[config.mk]
export PLATFORM = sky130hd
export DESIGN_NAME = vga_ball_renderer
export DESIGN_NICKNAME = d
export VERILOG_FILES = /design/src/rtl/vga_ball_renderer.sv
export SDC_FILE = /design/constraint.sdc
export NUM_CORES = 1
export LEC_CHECK = 0
export CORE_ASPECT_RATIO = 0.5
export CORE_UTILIZATION = 42
export DETAILED_ROUTE_END_ITERATION = 8
export PLACE_DENSITY = 0.77
export SLEW_MARGIN = 15
export SYNTH_ARGS = -nofsm -noshare
export SYNTH_HDL_FRONTEND = slang
export SYNTH_SLANG_ARGS = --single-unit
export TNS_END_PERCENT = 10
[constraint.sdc]
create_clock -name clk -period 4.4 [get_ports clk]
set_input_delay 1.32 -clock clk [delete_from_list [all_inputs] [get_ports clk]]
set_output_delay 1.32 -clock clk [all_outputs]
set_load 0.01 [all_outputs]
[src/rtl/vga_ball_renderer.sv]
// Bouncing-ball pixel source feeding the VGA timing stage; RGB is registered, one cycle behind hcount/vcount.
// Define VGA_BALL_BORDER_EN to draw a 3-pixel green frame just inside the visible window.
module vga_ball_renderer #(
    parameter int H_MIN = 144,
    parameter int H_MAX = 784,
    parameter int V_MIN = 35,
    parameter int V_MAX = 515,
    parameter int SIZE  = 16,
    parameter int STEP  = 2,
    parameter int X0    = 456,
    parameter int Y0    = 267
) (
    input  logic       clk,
    input  logic       clr,
    input  logic       frame_tick,
    input  logic [9:0] hcount,
    input  logic [9:0] vcount,
    input  logic       pause_btn,
    output logic [3:0] r_o,
    output logic [3:0] g_o,
    output logic [3:0] b_o,
    output logic [9:0] ball_x,
    output logic [9:0] ball_y,
    output logic [7:0] bounce_cnt
);

    localparam logic [10:0] X_LO   = 11'(H_MIN);
    localparam logic [10:0] X_HI   = 11'(H_MAX - SIZE);
    localparam logic [10:0] Y_LO   = 11'(V_MIN);
    localparam logic [10:0] Y_HI   = 11'(V_MAX - SIZE);
    localparam logic [10:0] STEP_W = 11'(STEP);
    localparam logic [10:0] SIZE_W = 11'(SIZE);
    localparam logic [9:0]  STEP_N = 10'(STEP);

    typedef enum logic [1:0] {
        IDLE,
        MOVE,
        PAUSED
    } state_t;

    state_t      state_q, state_d;
    logic        pauseMeta_q, pauseSync_q;
    logic [9:0]  ballX_q, ballX_d, ballY_q, ballY_d;
    logic        dirX_q, dirX_d, dirY_q, dirY_d;
    logic [7:0]  bounceCnt_q, bounceCnt_d;
    logic [11:0] rgb_q, rgb_d;
    logic        doMove, bounceX, bounceY;
    logic [9:0]  stepX, stepY;
    logic [10:0] xW, yW, hW, vW;
    logic        insideBall;

    assign xW = {1'b0, ballX_q};
    assign yW = {1'b0, ballY_q};
    assign hW = {1'b0, hcount};
    assign vW = {1'b0, vcount};

    // The push-button is asynchronous to the pixel clock, so it is double-flopped before the FSM sees it.
    always_ff @(posedge clk or posedge clr) begin
        if (clr) begin
            pauseMeta_q <= 1'b0;
            pauseSync_q <= 1'b0;
        end else begin
            pauseMeta_q <= pause_btn;
            pauseSync_q <= pauseMeta_q;
        end
    end

    always_ff @(posedge clk or posedge clr) begin
        if (clr) begin
            state_q     <= IDLE;
            ballX_q     <= 10'(X0);
            ballY_q     <= 10'(Y0);
            dirX_q      <= 1'b1;
            dirY_q      <= 1'b1;
            bounceCnt_q <= 8'd0;
            rgb_q       <= 12'h000;
        end else begin
            state_q     <= state_d;
            ballX_q     <= ballX_d;
            ballY_q     <= ballY_d;
            dirX_q      <= dirX_d;
            dirY_q      <= dirY_d;
            bounceCnt_q <= bounceCnt_d;
            rgb_q       <= rgb_d;
        end
    end

    // Every transition happens on a frame tick; only a tick seen in MOVE with pause released moves the ball.
    always_comb begin
        state_d = state_q;
        doMove  = 1'b0;
        case (state_q)
            IDLE: begin
                if (frame_tick) state_d = MOVE;
            end
            MOVE: begin
                if (frame_tick) begin
                    if (pauseSync_q) state_d = PAUSED;
                    else             doMove  = 1'b1;
                end
            end
            PAUSED: begin
                if (frame_tick && !pauseSync_q) state_d = MOVE;
            end
            default: state_d = IDLE;
        endcase
    end

    // Limit tests use 11 bits so ball+STEP cannot wrap; a step that would overshoot clamps to the limit and flips direction.
    always_comb begin
        bounceX = 1'b0;
        bounceY = 1'b0;
        if (dirX_q) begin
            if (xW + STEP_W > X_HI) begin
                stepX   = X_HI[9:0];
                bounceX = 1'b1;
            end else begin
                stepX = ballX_q + STEP_N;
            end
        end else if (xW < X_LO + STEP_W) begin
            stepX   = X_LO[9:0];
            bounceX = 1'b1;
        end else begin
            stepX = ballX_q - STEP_N;
        end

        if (dirY_q) begin
            if (yW + STEP_W > Y_HI) begin
                stepY   = Y_HI[9:0];
                bounceY = 1'b1;
            end else begin
                stepY = ballY_q + STEP_N;
            end
        end else if (yW < Y_LO + STEP_W) begin
            stepY   = Y_LO[9:0];
            bounceY = 1'b1;
        end else begin
            stepY = ballY_q - STEP_N;
        end

        ballX_d     = doMove ? stepX : ballX_q;
        ballY_d     = doMove ? stepY : ballY_q;
        dirX_d      = (doMove && bounceX) ? ~dirX_q : dirX_q;
        dirY_d      = (doMove && bounceY) ? ~dirY_q : dirY_q;
        bounceCnt_d = bounceCnt_q;
        if (doMove && (bounceX || bounceY) && (bounceCnt_q != 8'hFF))
            bounceCnt_d = bounceCnt_q + 8'd1;
    end

    assign insideBall = (hW >= xW) && (hW < xW + SIZE_W) &&
                        (vW >= yW) && (vW < yW + SIZE_W);

`ifdef VGA_BALL_BORDER_EN
    localparam logic [10:0] H_END = 11'(H_MAX);
    localparam logic [10:0] V_END = 11'(V_MAX);

    logic inWindow, onBorder;

    // The ball is drawn over the border where they overlap.
    always_comb begin
        inWindow = (hW >= X_LO) && (hW < H_END) && (vW >= Y_LO) && (vW < V_END);
        onBorder = inWindow && ((hW < X_LO + 11'd3) || (hW >= H_END - 11'd3) ||
                                (vW < Y_LO + 11'd3) || (vW >= V_END - 11'd3));
        rgb_d = 12'h000;
        if (insideBall)    rgb_d = 12'hFFF;
        else if (onBorder) rgb_d = 12'h0F0;
    end
`else
    always_comb begin
        rgb_d = insideBall ? 12'hFFF : 12'h000;
    end
`endif

    assign r_o        = rgb_q[11:8];
    assign g_o        = rgb_q[7:4];
    assign b_o        = rgb_q[3:0];
    assign ball_x     = ballX_q;
    assign ball_y     = ballY_q;
    assign bounce_cnt = bounceCnt_q;

endmodule

Yosys cells after proc, flatten, opt, wreduce, memory -nomap -nowiden. Cells that the tools add are included.

Register bits after elaboration: 46. Input bits: 24. Output and inout port bits: 40. Word-level logic and storage cells: 68.

Add/subtract/negate cells: 9. $lt $le $gt $ge: 8. Equality and inequality tests: 7. Muxes and demuxes: 21. Bitwise gates (word level): 2. Reductions and logical operators: 12.

Operators with widths (count): $mux 10 (6); $add 10x2->11 const B (2); $add 10x5->11 const B (2); $lt 10x11->1 (2); $add 10x2->10 const B (2); $ge 10x10->1 (2); $sub 10x2->10 const B (2); $mux 12 (1); $gt 11x10->1 const B (1); $gt 11x9->1 const B (1); $lt 10x6->1 const B (1); $lt 10x8->1 const B (1); $mux 1 (9); $add 8x1->8 const B (1); $logic_and 1x1->1 (8); $mux 2 (4); $ne 2x2->1 const B (4); $ne 8x8->1 const B (1); $pmux 2 s3 (1); $reduce_and 4->1 (1); $eq 2x1->1 const B (1); $eq 2x2->1 const B (1); $logic_not 2->1 (1); $not 1->1 (2); other kinds (2) (2).

Longest topological paths before layout. Gate-level depths: netlist of the first run.

Depth after elaboration: 7. Mapped depth: 11. Gate-level depth less buffers: 10.

Worst setup path before layout of the first run. Ideal clock, no wire load.

Path type: input to register. From: input port hcount[1]. To: register rgb_q[10]. Setup time: 125 ps. Arrival: 2633 ps. Data required time: 4275 ps. Slack: 1642 ps. Cell stages on the path: 8. Path buffers: 0. Path through: ha_1 > o21a_1 > o21a_1 > o21bai_1 > a21oi_1 > o211ai_1 > a21oi_1 > a2111oi_0.

Cells in the longest elaborated chain, start to end: 5. Elaborated cells between the ends (all ways): 6. Those cells by class: order compare: 2; mux: 1; reduce/logical: 3.

Ends and longest elaborated chain: from (decl) (line 16) `input logic [9:0] hcount,`; $lt 10x11->1 / $ge 10x10->1 (equally long branches) (line 150) `assign insideBall = (hW >= xW) && (hW < xW + SIZE_W) &&`; $logic_and 1x1->1 * (2 in series) (line 150); $logic_and 1x1->1 * (line 151) `(vW >= yW) && (vW < yW + SIZE_W);`; net insideBall (line 50) `logic insideBall;`; $mux 12 * (line 170) `rgb_d = insideBall ? 12'hFFF : 12'h000;`; to (signal assigned) (line 84) `rgb_q <= rgb_d;`; to (decl) (line 46) `logic [11:0] rgb_q, rgb_d;`.

Mark *: on every way through the listed nets, which the timed path passes. The rest lies on a longest branch. A chain may end at the register's enable or synchronous reset.

Worst setup path after layout of the first run.
From: input port frame_tick. To: register bounceCnt_q[1], in the netlist bounce_cnt[1].

Cells in the longest elaborated chain, start to end: 4.

Ends and longest elaborated chain: from (decl) (line 15) `input logic frame_tick,`; $mux 1 (line 97) `if (frame_tick) begin`; $mux 1 (line 92) `case (state_q)`; $logic_and 1x1->1 (2 in series) (line 146) `if (doMove && (bounceX || bounceY) && (bounceCnt_q != 8'hFF))`; to (signal assigned) (line 83) `bounceCnt_q <= bounceCnt_d;`; to (decl) (line 45) `logic [7:0] bounceCnt_q, bounceCnt_d;`.

No other way between the ends.

==> reports/results.ini, run 1 <==
[floorplanning]
top_level_ports=64
core_um2=8030
start_util_pct=43.4
die-area_um2=8680
die-height_um=66.4
num_rows=23
die_w_um=131

[worst_setup_path]
cp-end-kind=flop
critPathBufInv=1
cp.arrival_ns=3.60
cpMaxStageDelayCell=and3b_1
required_ns=4.57
crit_fanout=15
worstSetupPathType=primary input to flop
path_depth=6
crit_chain=clkdlybuf4s50_1 -> nor2b_1 -> and3b_1 -> nand3_4 -> a22oi_2 -> mux2_1
critPathLaunchType=primary input
max_stage_delay_ns=0.63
crit_family=simple AND/OR/NAND/NOR gates
ff2ff_path_depth=8

[cts]
post-cts-setup-buffers=0
cts_sinks=34
clock_latency_ns=0.28
cts_hold_buf=0
cts-resized-gates=0
clockBufferDepth=2
clkTransAtPathRegs_ns=0.06
cts_buffers=5
cts_tree=done
ctsRootBufferMaster=clkbuf_16
htreeDepth=2

[timing]
skew_ns=0.00490
finalHoldViolations=0
relSlewSlack_pct=55.0
period_minus_slack_ns=3.43
rsz0062_at_grt=no
worst_slew_pin_slew_ns=0.676
setup_ws_ns=0.966
maxSlewViolCount=0
setup_tns_ns=0
max_freq_ghz=0.291
period_share_pct=78.0
setup_viol=0

[synth]
synth_cell_types=69
syn_inst=400
synth_edf_count=0
synthFlopType=dfrtp_1
ys_ff_latch=34
synth_area_um2=3480
syn_area_per_cell_um2=8.71
synth_warnings=0
yosysSeqAreaShare_pct=24.8
syn_nets=468
synth-async-reset-ratio_pct=100

[layout]
fin_cells=549
nNetsFinal=504
final_util_pct=52.5
n_fill_cell=744
final-seq-area_um2=863
area_delta_synth_final_pct=21.1
layout-drive-gt1-share_pct=9.38
num_antenna_cells=0
multiInputGateArea_um2=2270

[grt]
first_global_vias=2803
grt_usage_pct=19.4
grt_pass1_wl_um=13300
grt_start_max_net_pins=19
antenna_found_initial=0
gr-total-overflow=0

[power]
p_per_area_nw_per_um2=580
p_leak_uw=0.00167
ir_worst_vdd_mv=0.275

[placement]
io_buffers=61
place_hpwl_um=5850
post-place-ws_ns=0.675
place_inst=541
place_congestion=0.899

[hold_path]
hold_depth=0
min_path_type=flop to flop

[run_status]
status=completed

[routing]
drtIter0Drc=289
drt_wl_total_um=7960
via_per_inst=5.60
ant_nets=0
routedWlPerCell_um=14.5
firstDrtPassIters=5
drc=0
vias=3077

[flow_run]
drv_cap=0

-- cell usage in the layout, fill, tap and decap left out, types with 5 or more instances in the layout --
master	count
o22ai_1	7
o21a_1	5
dfrtp_1	24
o21ai_0	28
nand2b_1	6
dfstp_2	10
clkbuf_16	5
a21oi_1	24
inv_1	29
nand2_1	29
a22o_1	6
ha_1	44
a31oi_1	6
xnor2_1	18
nand3_1	16
nor2_1	15
nor3_1	8
clkdlybuf4s50_1	61
xor2_1	6
mux2i_1	5
-- synthesized netlist by cell type, drive strengths merged (3+ instances only) --
cell type | count | area share, %
o21a | 5 | 1.1
nor3 | 9 | 1.4
nand2 | 29 | 3.1
a22o | 6 | 1.5
o31ai | 3 | 0.65
o22ai | 7 | 1.3
ha | 44 | 16
mux2 | 3 | 0.97
nand4 | 4 | 0.72
a211oi | 6 | 1.9
and3 | 4 | 0.72
a21o | 4 | 0.86
a31oi | 6 | 1.1
o21ai | 30 | 4.3
buf | 30 | 6.0
dfstp | 10 | 7.5
o32ai | 3 | 0.97
dfrtp | 24 | 17
a22oi | 3 | 0.79
nand2b | 6 | 1.1
inv | 32 | 3.5
xnor2 | 18 | 4.5
a21oi | 24 | 3.4
and2 | 3 | 0.54
o221ai | 3 | 0.75
xor2 | 6 | 1.5
mux2i | 5 | 1.4
nor2 | 15 | 1.6
clkbuf | 4 | 0.43
a2111oi | 4 | 1.7
nand3 | 20 | 3.9
nor2b | 3 | 0.54
-- report_power, final --
group	internal (µW)	switching (µW)	total [µW]
clock network	325	137	462
registers	443	251	694
logic	610	680	1290
total	1380	1070	2450
-- routing by layer --
layer | up-vias | routed length [µm] | GRT usage [%] | part of all wire [%]
met3 | 7 | 326 | 2.83 | 4.1
met4 | 0 | 53 | 5.03 | 0.67
met1 | 1473 | 4010 | 27.2 | 50
met2 | 77 | 3570 | 31.0 | 45
met5 | - | 0 | 0 | 0
li1 | 1520 | - | - | -
-- flip-flops by register name, summed over array words and instances (netlist names) --
name	cells
dirX_q	1
state_q	2
pauseSync_q	1
ball_x	9
ball_y	10
bounce_cnt	8
pauseMeta_q	1
rgb_q	1
dirY_q	1
-- path summary, 6_finish.rpt --
check | from | to | slack [ns]
max | frame_tick | bounce_cnt[1]$_DFFE_PP0P_ | 0.97
min | pauseMeta_q$_DFF_PP0_ | pauseSync_q$_DFF_PP0_ | 0.35
max reg2reg | ball_x[4]$_DFFE_PP0P_ | bounce_cnt[1]$_DFFE_PP0P_ | 1.32
min reg2reg | pauseMeta_q$_DFF_PP0_ | pauseSync_q$_DFF_PP0_ | 0.35
max in group asynchronous | clr | ball_x[3]$_DFFE_PP1P_ | 2.25
min in group asynchronous | clr | bounce_cnt[4]$_DFFE_PP0P_ | 1.41
-- logic make-up after synthesis --
| group | after synthesis | synth area share, % |
|---|---|---|
| other cells | 1 | 0.108 |
| xor+xnor | 24 | 6.03 |
| simple gates | 102 | 15.7 |
| fa+ha+maj | 44 | 15.8 |
| mux | 8 | 2.41 |
| flops | 34 | 24.8 |
| buf+inv | 66 | 9.99 |
| compound gates | 121 | 25.1 |
-- through the flow --
stage / power (µW) / hold slack (ns) / cell area (µm²)
floorplan: 1600 / 0.331 / 3480
global placement: 1950 / 0.336 / 4020
detailed placement: 1970 / 0.337 / 4020
CTS: 2450 / 0.350 / 4220
global route: 2660 / 0.358 / 4220
finish: 2450 / 0.347 / 4220
-- area by class of cell --
cell class                      instances  share of cell area, %
Clock inverter                          3                   1.63
Inverter                               32                   2.91
Tap cell                              112                   3.32
Multi-Input combinational cell        300                   53.9
Timing Repair Buffer                   63                   14.8
Sequential cell                        34                   20.5
Clock buffer                            5                   2.97
-- worst register-to-register path, stage by stage, from the launching register on --
cell and delay (ns):
dfrtp_1 0.56, ha_1 0.42, and2_1 0.26, a2111oi_4 0.35
nor3_1 0.14, a41oi_4 0.43, nand3_4 0.22, a22oi_2 0.27
mux2_1 0.34
Power figures use the tool's default switching activity.
==> run 2: changes to the inputs <==
--- a/config.mk
+++ b/config.mk
@@ -8,7 +8,7 @@
 export CORE_ASPECT_RATIO = 0.5
 export CORE_UTILIZATION = 42
 export DETAILED_ROUTE_END_ITERATION = 8
-export PLACE_DENSITY = 0.77
+export PLACE_DENSITY = 0.8
 export SLEW_MARGIN = 15
 export SYNTH_ARGS = -nofsm -noshare
 export SYNTH_HDL_FRONTEND = slang
==> constraint.sdc (replaced) <==
create_clock -name clk -period 2.9 [get_ports clk]
set_input_delay 0.87 -clock clk [delete_from_list [all_inputs] [get_ports clk]]
set_output_delay 0.87 -clock clk [all_outputs]
set_load 0.01 [all_outputs]
==> reports/results.ini, run 2 (synthesis results as in run 1) <==
[flow_run]
drv_cap=0  ; unchanged

[worst_setup_path]
crit_fanout=2  ; -13
cpMaxStageDelayCell=clkdlybuf4s50_1
crit_family=compound AO/OA/AOI/OAI gates
cp.arrival_ns=2.77  ; -0.83 ns
worstSetupStartpoint=hcount[1]
timing.rr.start=ball_y[1]$_DFFE_PP1P_
crit_chain=clkdlybuf4s50_1 -> ha_1 -> o21a_1 -> o21a_1 -> o21bai_1 -> a21oi_1 -> o211ai_1 -> a21oi_1 -> a2111oi_0
required_ns=3.06  ; -1.51 ns
r2r_end=bounce_cnt[6]$_DFFE_PP0P_
path_depth=9  ; +3
r2r_slack_ns=0.32  ; -1.00 ns
critPathBufInv=1  ; unchanged
max_stage_delay_ns=0.40  ; -0.23 ns
worstSetupPathType=primary input to flop
cp-end-kind=flop
critPathLaunchType=primary input
crit_end=rgb_q[10]$_DFF_PP0_
ff2ff_path_depth=8  ; unchanged

[routing]
vias=3062  ; -0.49%
drt_wl_total_um=8280  ; +3.9%
drtIter0Drc=281  ; -2.8%
routedWlPerCell_um=14.8  ; +1.9%
ant_nets=0  ; unchanged
firstDrtPassIters=5  ; unchanged
drc=0  ; unchanged
via_per_inst=5.47  ; -2.4%

[hold_path]
min_path_type=flop to flop
hold_depth=0  ; unchanged

[power]
power_frac_clock_pct=19.0  ; about the same
p_sw_share_pct=42.8  ; -0.87 points
ir_worst_vdd_mv=0.302  ; +9.8%
p_leak_uw=0.00172  ; +3.2%
p_per_area_nw_per_um2=885  ; +53%
pwr-share-comb_pct=55.0  ; +2.3 points
seqPwrFrac_pct=26.0  ; -2.4 points
power_switching_uw=1630  ; +53%
power.internal_uw=2180  ; +58%

[timing]
skew_ns=0.00253  ; -0.00237 ns
maxSlewViolCount=0  ; unchanged
max_freq_ghz=0.382
rsz0062_at_grt=no
finalHoldViolations=0  ; unchanged
relSlewSlack_pct=60.9  ; +6.0 points
period_share_pct=90.3
hold_ws_ns=0.348  ; +0.00106 ns
setup_viol=0  ; unchanged
worst_slew_pin_slew_ns=0.583  ; -0.0925 ns
period_minus_slack_ns=2.62

[layout]
largest_reg_flops=10  ; unchanged
final_common_cell=clkdlybuf4s50_1
layout-drive-gt1-share_pct=11.6  ; +2.2 points
final_util_pct=53.6  ; +1.1 points
fin_cells=560  ; +2.0%
num_antenna_cells=0  ; unchanged
design_area_um2=4310  ; +2.1%
area_delta_synth_final_pct=23.6
nNetsFinal=515  ; +2.2%
layout_common_cells=clkdlybuf4s50_1, ha_1, inv_1, nand2_1, o21ai_0

[run_status]
status=completed

[floorplanning]
die_w_um=131  ; unchanged
num_rows=23  ; unchanged
die-area_um2=8680  ; unchanged
core_um2=8030  ; unchanged
start_util_pct=43.4  ; unchanged
top_level_ports=64  ; unchanged
die-height_um=66.4  ; unchanged

[placement]
io_buffers=61  ; unchanged
place_inst=552  ; +2.0%
placed_area_um2=4110  ; +2.1%
place_congestion=0.900  ; +0.13%
place_hpwl_um=6340  ; +8.4%

[grt]
grt_pass1_wl_um=13900  ; +4.5%
gr-total-overflow=0  ; unchanged
antenna_found_initial=0  ; unchanged
first_global_vias=2921  ; +4.2%
grt_usage_pct=20.4  ; +1.0 points
grt_start_max_net_pins=35  ; +16

[cts]
cts_tree=done
cts_buffers=5  ; unchanged
clkTransAtPathRegs_ns=0.06  ; about the same
post-cts-setup-buffers=0  ; unchanged
clock_latency_ns=0.28  ; about the same
cts_hold_buf=0  ; unchanged
clockBufferDepth=2  ; unchanged
ctsRootBufferMaster=clkbuf_16
htreeDepth=2  ; unchanged
cts-resized-gates=0  ; unchanged
cts_sinks=34  ; unchanged

==> run 2: cell count changes in the layout (fill, tap and decap cells not counted), sizes merged <==
cell	change
clkinv	-1
buf	+11
clkbuf	+1
==> run 2: per-layer routing <==
metal | track usage (%) | vias up | part of all wire, %
met3 | 3.07 | 6 | 4.2
met4 | 6.32 | 0 | 0.85
met2 | 33.1 | 67 | 46
met1 | 27.9 | 1446 | 49
li1 | - | 1543 | -
met5 | 0 | - | 0
==> run 2: area by class of cell <==
class / instances / area (µm²)
timing repair buffer: 74 / 708
clock buffer: 6 / 139
tap: 112 / 140
inverter: 32 / 123
multi-input combinational: 300 / 2270
sequential: 34 / 863
fill: 710 / 3720
clock inverter: 2 / 60.1
==> run 2: how the worst min path moves through the flow <==
stage,from,endpoint
finish,pauseMeta_q$_DFF_PP0_,pauseSync_q$_DFF_PP0_
global placement,pauseMeta_q$_DFF_PP0_,pauseSync_q$_DFF_PP0_
CTS,pauseMeta_q$_DFF_PP0_,pauseSync_q$_DFF_PP0_
global route,pauseMeta_q$_DFF_PP0_,pauseSync_q$_DFF_PP0_
floorplan,pauseMeta_q$_DFF_PP0_,pauseSync_q$_DFF_PP0_
detailed placement,pauseMeta_q$_DFF_PP0_,pauseSync_q$_DFF_PP0_
==> run 2: metrics by stage <==
step	setup TNS (ns)	power [µW]	setup WS [ns]
after floorplan	0	2420	0.432
after global placement	-0.0180	3030	-0.0180
after detailed placement	-0.0528	3070	-0.0528
after CTS	0	3820	0.229
after global routing	0	4140	0.139
final	0	3810	0.282
==> run 2: power by group through the flow <==
stage	logic [µW]	registers (µW)	clock network, µW
finish	2100	991	722
detailed placement	2080	992	0
global placement	2040	993	0
floorplan	1540	881	0
CTS	2100	987	732
global route	2350	1030	753
